===== config.mk =====
export PLATFORM = sky130hd
export DESIGN_NAME = axis_video_pattern_gen_flat
export DESIGN_NICKNAME = d
export VERILOG_FILES = /design/src/rtl/axis_video_pattern_gen_if.sv /design/src/rtl/axis_video_pattern_gen.sv /design/src/flat_wrapper.sv
export SDC_FILE = /design/constraint.sdc
export NUM_CORES = 1
export LEC_CHECK = 0
export BUFFER_PORTS_ARGS = -buffer_cell sky130_fd_sc_hd__buf_4
export CAP_MARGIN = 15
export CORE_ASPECT_RATIO = 1.1
export CORE_MARGIN = 2
export CORE_UTILIZATION = 30
export DETAILED_ROUTE_END_ITERATION = 10
export GPL_TIMING_DRIVEN = 1
export SLEW_MARGIN = 20
export SYNTH_ARGS = -nofsm -noshare
export SYNTH_HDL_FRONTEND = slang
export SYNTH_SLANG_ARGS = --single-unit

===== constraint.sdc =====
create_clock -name aclk -period 5.4 [get_ports aclk]
set_input_delay 1.08 -clock aclk [delete_from_list [all_inputs] [get_ports aclk]]
set_output_delay 1.08 -clock aclk [all_outputs]
set_load 0.05 [all_outputs]

===== src/rtl/axis_video_pattern_gen_if.sv =====
// axis_video_pattern_gen_if: AXI4-Stream video bus between a pixel source and a sink.
// Signals: tdata (pixel word), tvalid/tready (handshake), tuser (start of frame), tlast (end of line).
// Modports: master drives tdata/tvalid/tuser/tlast and samples tready; slave is the mirror image.
interface axis_video_pattern_gen_if #(
    parameter int DATA_WIDTH = 64
);
    logic [DATA_WIDTH-1:0] tdata;
    logic                  tvalid;
    logic                  tready;
    logic                  tuser;
    logic                  tlast;
    modport master (output tdata, tvalid, tuser, tlast, input tready);
    modport slave  (input tdata, tvalid, tuser, tlast, output tready);
endinterface


===== src/rtl/axis_video_pattern_gen.sv =====
// axis_video_pattern_gen: AXI4-Stream video source with selectable patterns and valid-gap injection.
// Ports: aclk/aresetn/aclken clocking; start/stop/num_frames control a run of frames; mode/const_val
// select the pattern; gap_en/gap_mask throttle tvalid; m_axis_video carries pixels (tuser = first pixel
// of a frame, tlast = last pixel of a line); busy/done/frame_count report progress.
module axis_video_pattern_gen #(
    parameter int          DATA_WIDTH  = 64,
    parameter int          CHANNELS    = 3,
    parameter int          SLOT_WIDTH  = 10,
    parameter int          COMP_WIDTH  = 8,
    parameter int          COMP_OFFSET = 2,
    parameter int          H_ACTIVE    = 1920,
    parameter int          V_ACTIVE    = 1080,
    parameter int          V_BLANK     = 0,
    parameter logic [31:0] LFSR_SEED   = 32'hACE1_2468
) (
    input  logic                           aclk,
    input  logic                           aresetn,
    input  logic                           aclken,
    input  logic                           start,
    input  logic                           stop,
    input  logic [15:0]                    num_frames,
    input  logic [1:0]                     mode,
    input  logic [CHANNELS*COMP_WIDTH-1:0] const_val,
    input  logic                           gap_en,
    input  logic [15:0]                    gap_mask,
    axis_video_pattern_gen_if.master       m_axis_video,
    output logic                           busy,
    output logic                           done,
    output logic [15:0]                    frame_count
);
    localparam int XW = $clog2(H_ACTIVE);
    localparam int YW = V_ACTIVE > 1 ? $clog2(V_ACTIVE) : 1;
    localparam int BW = V_BLANK > 1 ? $clog2(V_BLANK) : 1;
    localparam int CW = CHANNELS * COMP_WIDTH;
    localparam logic [1:0] IDLE = 2'd0, RUN = 2'd1, BLANK = 2'd2;

    logic [1:0]            state_q, state_d, mode_q, mode_d;
    logic [XW-1:0]         x_q, x_d;
    logic [YW-1:0]         y_q, y_d;
    logic [BW-1:0]         blank_q, blank_d;
    logic [31:0]           data_lfsr_q, data_lfsr_d;
    logic [15:0]           gap_lfsr_q, gap_lfsr_d, nf_q, nf_d, fc_q, fc_d;
    logic [CW-1:0]         const_q, const_d;
    logic [DATA_WIDTH-1:0] tdata_q, tdata_d, pix;
    logic                  stop_q, stop_d, tvalid_q, tvalid_d, tuser_q, tuser_d, tlast_q, tlast_d;
    logic                  busy_q, busy_d, done_q, done_d;
    logic                  accept, last_x, last_y, frame_end, form, emit, first;
    logic [2:0]            bar;
    logic [COMP_WIDTH-1:0] comp;

    always_comb begin
        accept      = tvalid_q & m_axis_video.tready;
        last_x      = x_q == XW'(H_ACTIVE - 1);
        last_y      = y_q == YW'(V_ACTIVE - 1);
        frame_end   = accept & last_x & last_y;
        state_d     = state_q;
        x_d         = accept ? (last_x ? '0 : x_q + XW'(1)) : x_q;
        y_d         = accept & last_x ? (last_y ? '0 : y_q + YW'(1)) : y_q;
        blank_d     = blank_q;
        nf_d        = nf_q;
        fc_d        = frame_end ? fc_q + 16'd1 : fc_q;
        stop_d      = stop_q | stop;
        done_d      = 1'b0;
        data_lfsr_d = accept ? (data_lfsr_q >> 1) ^ (data_lfsr_q[0] ? 32'h8020_0003 : 32'h0) : data_lfsr_q;
        gap_lfsr_d  = (gap_lfsr_q >> 1) ^ (gap_lfsr_q[0] ? 16'hB400 : 16'h0);
        if (state_q == IDLE) begin
            // a stop arriving with start is kept so the run ends after one frame
            stop_d = start & stop;
            if (start) begin
                state_d     = RUN;
                x_d         = '0;
                y_d         = '0;
                fc_d        = '0;
                nf_d        = num_frames;
                data_lfsr_d = LFSR_SEED;
            end
        end else if (state_q == BLANK) begin
            state_d = blank_q == '0 ? RUN : BLANK;
            blank_d = blank_q - BW'(1);
        end else if (frame_end) begin
            if (stop_q | stop || (nf_q != 16'd0 && fc_q + 16'd1 == nf_q)) begin
                state_d = IDLE;
                done_d  = 1'b1;
                stop_d  = 1'b0;
            end else if (V_BLANK != 0) begin
                state_d = BLANK;
                blank_d = BW'(V_BLANK - 1);
            end
        end
        // a new beat is formed whenever the output register is free in RUN; the gap only
        // suppresses forming, it never withdraws a beat already presented
        form    = state_d == RUN && !(tvalid_q && !accept);
        emit    = form & ~(gap_en & ((gap_lfsr_q & gap_mask) == 16'd0));
        first   = x_d == '0 && y_d == '0;
        mode_d  = emit & first ? mode : mode_q;
        const_d = emit & first ? const_val : const_q;
        bar     = 3'(32'(x_d) / (H_ACTIVE / 8));
        pix     = '0;
        for (int k = 0; k < CHANNELS; k++) begin
            comp = mode_d == 2'd0 ? (k == 0 ? COMP_WIDTH'(32'(x_d) + 32'(y_d)) :
                                     k == 1 ? COMP_WIDTH'(x_d) :
                                     k == 2 ? COMP_WIDTH'(y_d) : COMP_WIDTH'(32'(x_d) + 32'(k)))
                 : mode_d == 2'd1 ? {COMP_WIDTH{bar[2'(k % 3)]}}
                 : mode_d == 2'd2 ? const_d[COMP_WIDTH*k +: COMP_WIDTH]
                 : data_lfsr_d[COMP_WIDTH*k +: COMP_WIDTH];
            pix[SLOT_WIDTH*k+COMP_OFFSET +: COMP_WIDTH] = comp;
        end
        tvalid_d = emit | (tvalid_q & ~accept);
        tdata_d  = emit ? pix : tdata_q;
        tuser_d  = emit ? first : tuser_q;
        tlast_d  = emit ? x_d == XW'(H_ACTIVE - 1) : tlast_q;
        busy_d   = state_d != IDLE;
    end

    always_ff @(posedge aclk or negedge aresetn) begin
        if (!aresetn) begin
            state_q     <= IDLE;
            x_q         <= '0;
            y_q         <= '0;
            blank_q     <= '0;
            data_lfsr_q <= LFSR_SEED;
            gap_lfsr_q  <= LFSR_SEED[15:0];
            nf_q        <= '0;
            fc_q        <= '0;
            mode_q      <= '0;
            const_q     <= '0;
            stop_q      <= 1'b0;
            tvalid_q    <= 1'b0;
            tdata_q     <= '0;
            tuser_q     <= 1'b0;
            tlast_q     <= 1'b0;
            busy_q      <= 1'b0;
            done_q      <= 1'b0;
        end else if (aclken) begin
            state_q     <= state_d;
            x_q         <= x_d;
            y_q         <= y_d;
            blank_q     <= blank_d;
            data_lfsr_q <= data_lfsr_d;
            gap_lfsr_q  <= gap_lfsr_d;
            nf_q        <= nf_d;
            fc_q        <= fc_d;
            mode_q      <= mode_d;
            const_q     <= const_d;
            stop_q      <= stop_d;
            tvalid_q    <= tvalid_d;
            tdata_q     <= tdata_d;
            tuser_q     <= tuser_d;
            tlast_q     <= tlast_d;
            busy_q      <= busy_d;
            done_q      <= done_d;
        end
    end

    assign m_axis_video.tdata  = tdata_q;
    assign m_axis_video.tvalid = tvalid_q;
    assign m_axis_video.tuser  = tuser_q;
    assign m_axis_video.tlast  = tlast_q;
    assign busy                = busy_q;
    assign done                = done_q;
    assign frame_count         = fc_q;
endmodule


===== src/flat_wrapper.sv =====
// flat-port wrapper written by rule: the top's interface ports become plain ports
module axis_video_pattern_gen_flat 
#(
    parameter int          DATA_WIDTH  = 64,
    parameter int          CHANNELS    = 3,
    parameter int          SLOT_WIDTH  = 10,
    parameter int          COMP_WIDTH  = 8,
    parameter int          COMP_OFFSET = 2,
    parameter int          H_ACTIVE    = 1920,
    parameter int          V_ACTIVE    = 1080,
    parameter int          V_BLANK     = 0,
    parameter logic [31:0] LFSR_SEED   = 32'hACE1_2468
)
  (aclk, aresetn, aclken, start, stop, num_frames, mode, const_val, gap_en, gap_mask, busy, done, frame_count, m_axis_video_tdata, m_axis_video_tvalid, m_axis_video_tuser, m_axis_video_tlast, m_axis_video_tready);
  axis_video_pattern_gen_if #(.DATA_WIDTH(DATA_WIDTH)) m_axis_video_i ();
  input  logic aclk;
  input  logic aresetn;
  input  logic aclken;
  input  logic start;
  input  logic stop;
  input  logic [15:0] num_frames;
  input  logic [1:0] mode;
  input  logic [CHANNELS*COMP_WIDTH-1:0] const_val;
  input  logic gap_en;
  input  logic [15:0] gap_mask;
  output logic busy;
  output logic done;
  output logic [15:0] frame_count;
  output wire logic [$bits(m_axis_video_i.tdata)-1:0] m_axis_video_tdata;
  output wire logic [$bits(m_axis_video_i.tvalid)-1:0] m_axis_video_tvalid;
  output wire logic [$bits(m_axis_video_i.tuser)-1:0] m_axis_video_tuser;
  output wire logic [$bits(m_axis_video_i.tlast)-1:0] m_axis_video_tlast;
  input wire logic [$bits(m_axis_video_i.tready)-1:0] m_axis_video_tready;
  assign m_axis_video_tdata = m_axis_video_i.tdata;
  assign m_axis_video_tvalid = m_axis_video_i.tvalid;
  assign m_axis_video_tuser = m_axis_video_i.tuser;
  assign m_axis_video_tlast = m_axis_video_i.tlast;
  assign m_axis_video_i.tready = m_axis_video_tready;
  axis_video_pattern_gen #(.DATA_WIDTH(DATA_WIDTH), .CHANNELS(CHANNELS), .SLOT_WIDTH(SLOT_WIDTH), .COMP_WIDTH(COMP_WIDTH), .COMP_OFFSET(COMP_OFFSET), .H_ACTIVE(H_ACTIVE), .V_ACTIVE(V_ACTIVE), .V_BLANK(V_BLANK), .LFSR_SEED(LFSR_SEED)) u_core (.aclk(aclk), .aresetn(aresetn), .aclken(aclken), .start(start), .stop(stop), .num_frames(num_frames), .mode(mode), .const_val(const_val), .gap_en(gap_en), .gap_mask(gap_mask), .m_axis_video(m_axis_video_i), .busy(busy), .done(done), .frame_count(frame_count));
endmodule

==> run summary, run 1 <==
Critical Path End Type - flop
Achievable Freq - 209 MHz
CTS resizes - 0
hpwl dp - 20600 um
Final setup viols - 0
post-synthesis cell area - 10100 um^2
maxcap violations - 0
design area - 11800 um^2
CP Data Required Time - 5680 ps
crit path from - u_core.x_q[1]$_DFFE_PN0P_
Routed WL per cell - 17.5 um
multi-input logic area - 5510 um^2
WP data arrival - 5050 ps
worst r2r path cells - 16
Fin Setup TNS - 0 ps
H-tree depth reported by CTS - 4
Clock Sinks - 161
Area after DPL - 11200 um^2
Starting Density - 30.5%
Worst setup endpoint - u_core.m_axis_video.tdata[5]$_DFFE_PN0P_
crit path time final - 4780 ps
Crit Reg-Reg Startpoint - u_core.x_q[1]$_DFFE_PN0P_
Tcrit/Tclk final - 88.4%
Clock power frac - 26.4%
die area - 35300 um^2
Final ANT Viol Nets - 0
PwrDens - 419 nW/um^2
IO Pins - 150
largest net degree at the start of global routing - 83
DRC Markers - 0
min-delay worst type - flop to flop
status - finished clean
CTS buffer count - 17
DRT Pass-1 Iters - 6
Comb pwr share - 34.3%
Reg2Reg Setup Slack - 620 ps
Yosys reg bits - 161
gpl congestion - 0.866
Register Area - 4050 um^2
Least-Margin Pin Slew - 1100 ps
Hold Path Depth - 2
Root Driver - clkbuf_16
P_int - 0.00309 W
Synth area leader - dfrtp_1
vias in the first global route - 8290
Post-synth EDFFs - 0
grt total ovfl - 0
cts hold-fix bufs - 0
Sw Share - 37.7%
post-CTS setup repair buffer count - 0
Core ar. - 33300 um^2
RR Endpoint - u_core.m_axis_video.tdata[5]$_DFFE_PN0P_
Slew Viols, Final - 0
PortBufs - 109
unrepaired setup endpoints after global routing - false
endpoints failing hold - 0
post-synth top area share - 35.3%
register area share after synthesis - 39.9%
Tot GR Track Use - 16.4%
Setup crit start kind - flop
yosys warns - 0
Die Wd - 179 um
# fillers - 3411
Clock Skew - 11.7 ps
post-synth cell types - 84
Reg clk slew, reported paths - 70 ps
Psw - 0.00187 W
Util after Layout - 35.5%
Top FF cell, synth - dfrtp_1
final net count - 1262
ys async rst share - 100%
die height - 197 um
area delta synth->final - 16.5%
sequential share of power - 39.3%
peak supply drop - 0.000300 V
Area contributors post-synth - dfrtp_1 (35%), mux2_2 (8.3%), nand2_1 (4.8%), dfstp_2 (4.7%), a21oi_1 (3.7%)
Row Count - 70
fraction of layout cells with a size suffix above 1 - 22.5%
Rel. slew slack - 26.5%
most instantiated cells after synthesis - dfrtp_1 (143), nand2_1 (131), nor2_1 (76)
syn avg cell area - 9.09 um^2
WL final - 28600 um
Post-Synthesis Cells - 1117
CP Max Fanout - 15
via count - 8686
count leader, synth - dfrtp_1
leakage power - 5.11 nW
initial antenna violation count - 0
Max clock buf depth - 2
# diodes - 0
worst skew pair latency - 430 ps
vias per inst - 5.33
DRT iter0 DRCs - 623
CTS tree - built
first-pass GRT wire length - 45900 um
WS Path Type - flop to flop
==> cells in the final DEF, fill, tap and decap left out, types with 13 or more instances in the layout <==
master     netlist  layout
dfrtp_1        143     143
nand2_1        131     131
buf_4           42     128
a21oi_1         75      75
nor2_1          76      75
mux2_2          75      75
o21ai_0         51      50
conb_1           1      40
xnor2_1         35      35
nor3_1          32      32
nand3_1         30      30
inv_1           29      29
nand4_1         22      22
mux2i_1         18      18
dfstp_2         18      18
a211oi_1        17      17
clkbuf_16        0      17
a22o_1          16      16
xor2_1          14      14
a22oi_1         14      14
nor2b_1         13      13
==> worst min-delay path by stage <==
stage,from,endpoint,slack [ps]
5_1_grt,u_core.data_lfsr_q[31]$_DFFE_PN1P_,u_core.data_lfsr_q[31]$_DFFE_PN1P_,500
2_1_floorplan,u_core.data_lfsr_q[27]$_DFFE_PN1P_,u_core.data_lfsr_q[26]$_DFFE_PN1P_,460
4_1_cts,u_core.data_lfsr_q[31]$_DFFE_PN1P_,u_core.data_lfsr_q[31]$_DFFE_PN1P_,490
3_5_place_dp,u_core.m_axis_video.tuser$_DFFE_PN0P_,u_core.m_axis_video.tuser$_DFFE_PN0P_,480
6_report,u_core.m_axis_video.tlast$_DFFE_PN0P_,u_core.m_axis_video.tlast$_DFFE_PN0P_,490
3_3_place_gp,u_core.data_lfsr_q[31]$_DFFE_PN1P_,u_core.data_lfsr_q[31]$_DFFE_PN1P_,470
==> layout make-up <==
type	count	share of cell area, %
repair buffers	129	8.22
flip-flops and latches	161	34.3
multi-input cells	846	46.6
well taps	432	4.57
clock buffers	20	3.86
inverters	30	0.952
clock inverters	12	1.52
==> power by group through the flow <==
stage / combinational (W) / sequential, W / clock [W]
floorplan: 0.00103 / 0.00211 / 0
global placement: 0.00168 / 0.00196 / 0
detailed placement: 0.00170 / 0.00197 / 0
CTS: 0.00171 / 0.00195 / 0.00133
global route: 0.00184 / 0.00200 / 0.00138
finish: 0.00170 / 0.00195 / 0.00131
==> state kept, by name (all words and copies together) (netlist names), 2 cells and up <==
signal and cells:
u_core.m_axis_video.tdata 24, u_core.x_q 11, u_core.mode_q 2, u_core.gap_lfsr_q 16, u_core.frame_count 16, u_core.const_q 24
u_core.data_lfsr_q 32, u_core.nf_q 16, u_core.state_q 2, u_core.y_q 11
==> stage by stage <==
step | cells | power (W) | hold WS [ps] | setup WS [ps]
floorplan | 1156 | 0.00313 | 464 | 455
global placement | 1598 | 0.00364 | 473 | 384
detailed placement | 1598 | 0.00367 | 478 | 265
CTS | 1630 | 0.00499 | 491 | 682
global route | 1630 | 0.00523 | 501 | 48.8
finish | 1630 | 0.00496 | 486 | 624
==> cell families (layout without fill, tap and decap cells) <==
family,after synthesis,in the layout,share of synthesized area (%)
multiplexers,97,97,10.6
AO/OA/AOI/OAI,271,271,18.1
XOR/XNOR,49,49,4.23
flip-flops,161,161,39.9
adder cells (fa/ha/maj),12,12,1.55
AND/OR/NAND/NOR,377,377,18.2
buffers and inverters,149,191,7.29
other,1,40,0.0369
==> layer usage <==
layer | global-route usage [%] | share of wire (%) | vias to the layer above
li1 | - | - | 4102
met1 | 22.2 | 46 | 4320
met2 | 26.9 | 49 | 229
met3 | 2.14 | 3.4 | 35
met4 | 5.11 | 2.3 | 0
met5 | 0 | 0 | -
==> worst max-delay path, cell delays in order (launching register included) <==
cell	delay (ps)
dfrtp_1	500
ha_1	340
nand4_1	120
buf_4	200
nor4_2	260
buf_4	260
a211oi_1	100
nor2b_1	190
nor2b_1	170
ha_1	210
or3_1	360
nor4_1	570
o21ai_0	250
a21oi_1	240
nor2_1	90
o41ai_4	610
a211oi_1	160
Power figures use the tool's default switching activity.
==> run 2: changes to the inputs <==
Settings changed: CORE_UTILIZATION 30 to 45, PLACE_DENSITY from default to 0.65.
==> run 2 against run 1 <==
  * Die area decreased by 33%
  * Total power is 1.3% lower
  * Register-to-register slack worse by 110 ps
  * Sequential share of layout area rose by 0.64 points
  * First-iteration DRC count up 13%
  * Count of clock-buffer cells in the layout shrank 1
  * Design area fell by 1.8%
  * Sequential cell count did not move
  * Critical path type unchanged
  * Critical endpoint is now u_core.m_axis_video.tdata[3]$_DFFE_PN0P_
  * Highest routed layer unchanged
==> run summary, run 2 (synthesized netlist as in run 1, its figures left out) <==
largest register by flop count - u_core.data_lfsr_q
Tot Pwr - 0.00489 W
WL final - 27800 um
PortBufs - 109
Fin Setup TNS - 0 ps
largest net degree at the start of global routing - 105
fraction of layout cells with a size suffix above 1 - 22.5%
Starting Density - 45.9%
Routed WL per cell - 18.6 um
CP Max Fanout - 20
multi-input logic area - 5510 um^2
WS Path Type - flop to flop
die height - 162 um
Max clock buf depth - 2
CTS buffer count - 17
via count - 8697
final hold slack - 482 ps
Reg2Reg Setup Slack - 510 ps
Final ANT Viol Nets - 0
most frequent cells in the layout - dfrtp_1 (143), nand2_1 (131), buf_4 (128)
grt total ovfl - 0
GR peak layer - met2
Hold Path Depth - 2
Largest register FFs - 32
WP data arrival - 5230 ps
worst r2r path cells - 12
most common cell after layout, fill and taps aside - dfrtp_1
Crit Reg-Reg Startpoint - u_core.x_q[0]$_DFFE_PN0P_
Final setup viols - 0
Root Driver - clkbuf_16
IO Pins - 150
CP Cell Sequence - ha_1 > nand4_1 > buf_4 > or4_1 > or4b_1 > a211oi_1 > a31oi_1 > nor4_4 > nand2_2 > mux2_4 > o32a_1 > a211oi_2
vias in the first global route - 8160
Register Area - 4050 um^2
Critical Path End Type - flop
Core ar. - 22100 um^2
Die Wd - 147 um
gpl congestion - 0.902
Max stage delay on crit path - 730 ps
Least-Margin Pin Slew - 958 ps
Rel. slew slack - 35.9%
Crit-path slowest cell - or4_1
maxcap violations - 0
H-tree depth reported by CTS - 4
PwrDens - 422 nW/um^2
design area - 11600 um^2
CTS tree - built
post-CTS setup repair buffer count - 0
DRT Pass-1 Iters - 5
final net count - 1262
hpwl dp - 19700 um
Hold Path Sink - u_core.data_lfsr_q[31]$_DFFE_PN1P_
routing usage on met1 - 33.7%
DP Worst Slack - 427 ps
hold_sp - u_core.data_lfsr_q[31]$_DFFE_PN1P_
CTS resizes - 0
Tcrit/Tclk final - 90.6%
DRC Markers - 0
initial antenna violation count - 0
grt met2 use - 36.9%
first-pass GRT wire length - 44900 um
endpoints failing hold - 0
min-delay worst type - flop to flop
Row Count - 57
vias per inst - 5.83
DRT iter0 DRCs - 702
RR Endpoint - u_core.m_axis_video.tdata[3]$_DFFE_PN0P_
crit path time final - 4890 ps
worst skew pair latency - 430 ps
met3 usage - 4.01%
die area - 23800 um^2
setup ws final - 510 ps
worst path buffer plus inverter count - 1
CP Data Required Time - 5740 ps
leakage power - 5.10 nW
peak supply drop - 0.000264 V
unrepaired setup endpoints after global routing - false
Setup crit start kind - flop
status - finished clean
# diodes - 0
Slew Viols, Final - 0
Area after DPL - 11000 um^2
Clock Sinks - 161
# fillers - 2104
crit-path leading delay family - simple AND/OR/NAND/NOR gates
area delta synth->final - 14.4%
cts hold-fix bufs - 0
Tot GR Track Use - 23.6%
Reg clk slew, reported paths - 70 ps
Clock Skew - 13.3 ps
Achievable Freq - 204 MHz
run 2: cell count changes in the layout (fill, tap and decap cells not counted), sizes merged:
cell	delta
clkbuf	-1
clkinvlp	-2
inv	+8
bufinv	-3
clkinv	-2
run 2: where the power goes:
part           total, W  internal (W)  switching, W  leakage (nW)
Clock           0.00123      0.000679      0.000549         0.295
Combinational   0.00170      0.000687       0.00102          2.81
Sequential      0.00196       0.00160      0.000361          2.00
Total           0.00489       0.00297       0.00193          5.10
run 2: worst max path at each step:
stage                               from                                        to  depth (start not counted)
6_report       u_core.x_q[0]$_DFFE_PN0P_  u_core.m_axis_video.tdata[3]$_DFFE_PN0P_                         12
5_1_grt        u_core.x_q[0]$_DFFE_PN0P_  u_core.m_axis_video.tdata[9]$_DFFE_PN0P_                         16
4_1_cts        u_core.x_q[0]$_DFFE_PN0P_  u_core.m_axis_video.tdata[3]$_DFFE_PN0P_                         12
3_5_place_dp         m_axis_video_tready  u_core.m_axis_video.tdata[9]$_DFFE_PN0P_                         15
3_3_place_gp         m_axis_video_tready  u_core.m_axis_video.tdata[7]$_DFFE_PN0P_                         13
2_1_floorplan        m_axis_video_tready  u_core.m_axis_video.tdata[2]$_DFFE_PN0P_                         13
run 2: cell type report:
cell class	instances	area share, %
flip-flops and latches	161	34.9
clock buffers	19	3.90
inverters	30	0.970
clock inverters	13	1.20
multi-input cells	846	47.5
well taps	295	3.18
repair buffers	129	8.37
run 2: through the flow:
step / utilization (%) / std cells
CTS: 52.5 / 1493
detailed placement: 49.8 / 1461
global placement: 49.8 / 1461
global route: 52.5 / 1493
floorplan: - / 1156
finish: 52.5 / 1493
run 2: worst min-delay path, delay by kind of cell (launching register included):
kind,cells,cell delay (ps)
flip-flops,1,370
AND/OR/NAND/NOR,2,110
run 2: routing by layer:
| layer | vias to the layer above | routed length (um) |
|---|---|---|
| met1 | 4253 | 12700 |
| met3 | 42 | 1510 |
| met2 | 285 | 12900 |
| met5 | - | 0 |
| li1 | 4117 | - |
| met4 | 0 | 619 |
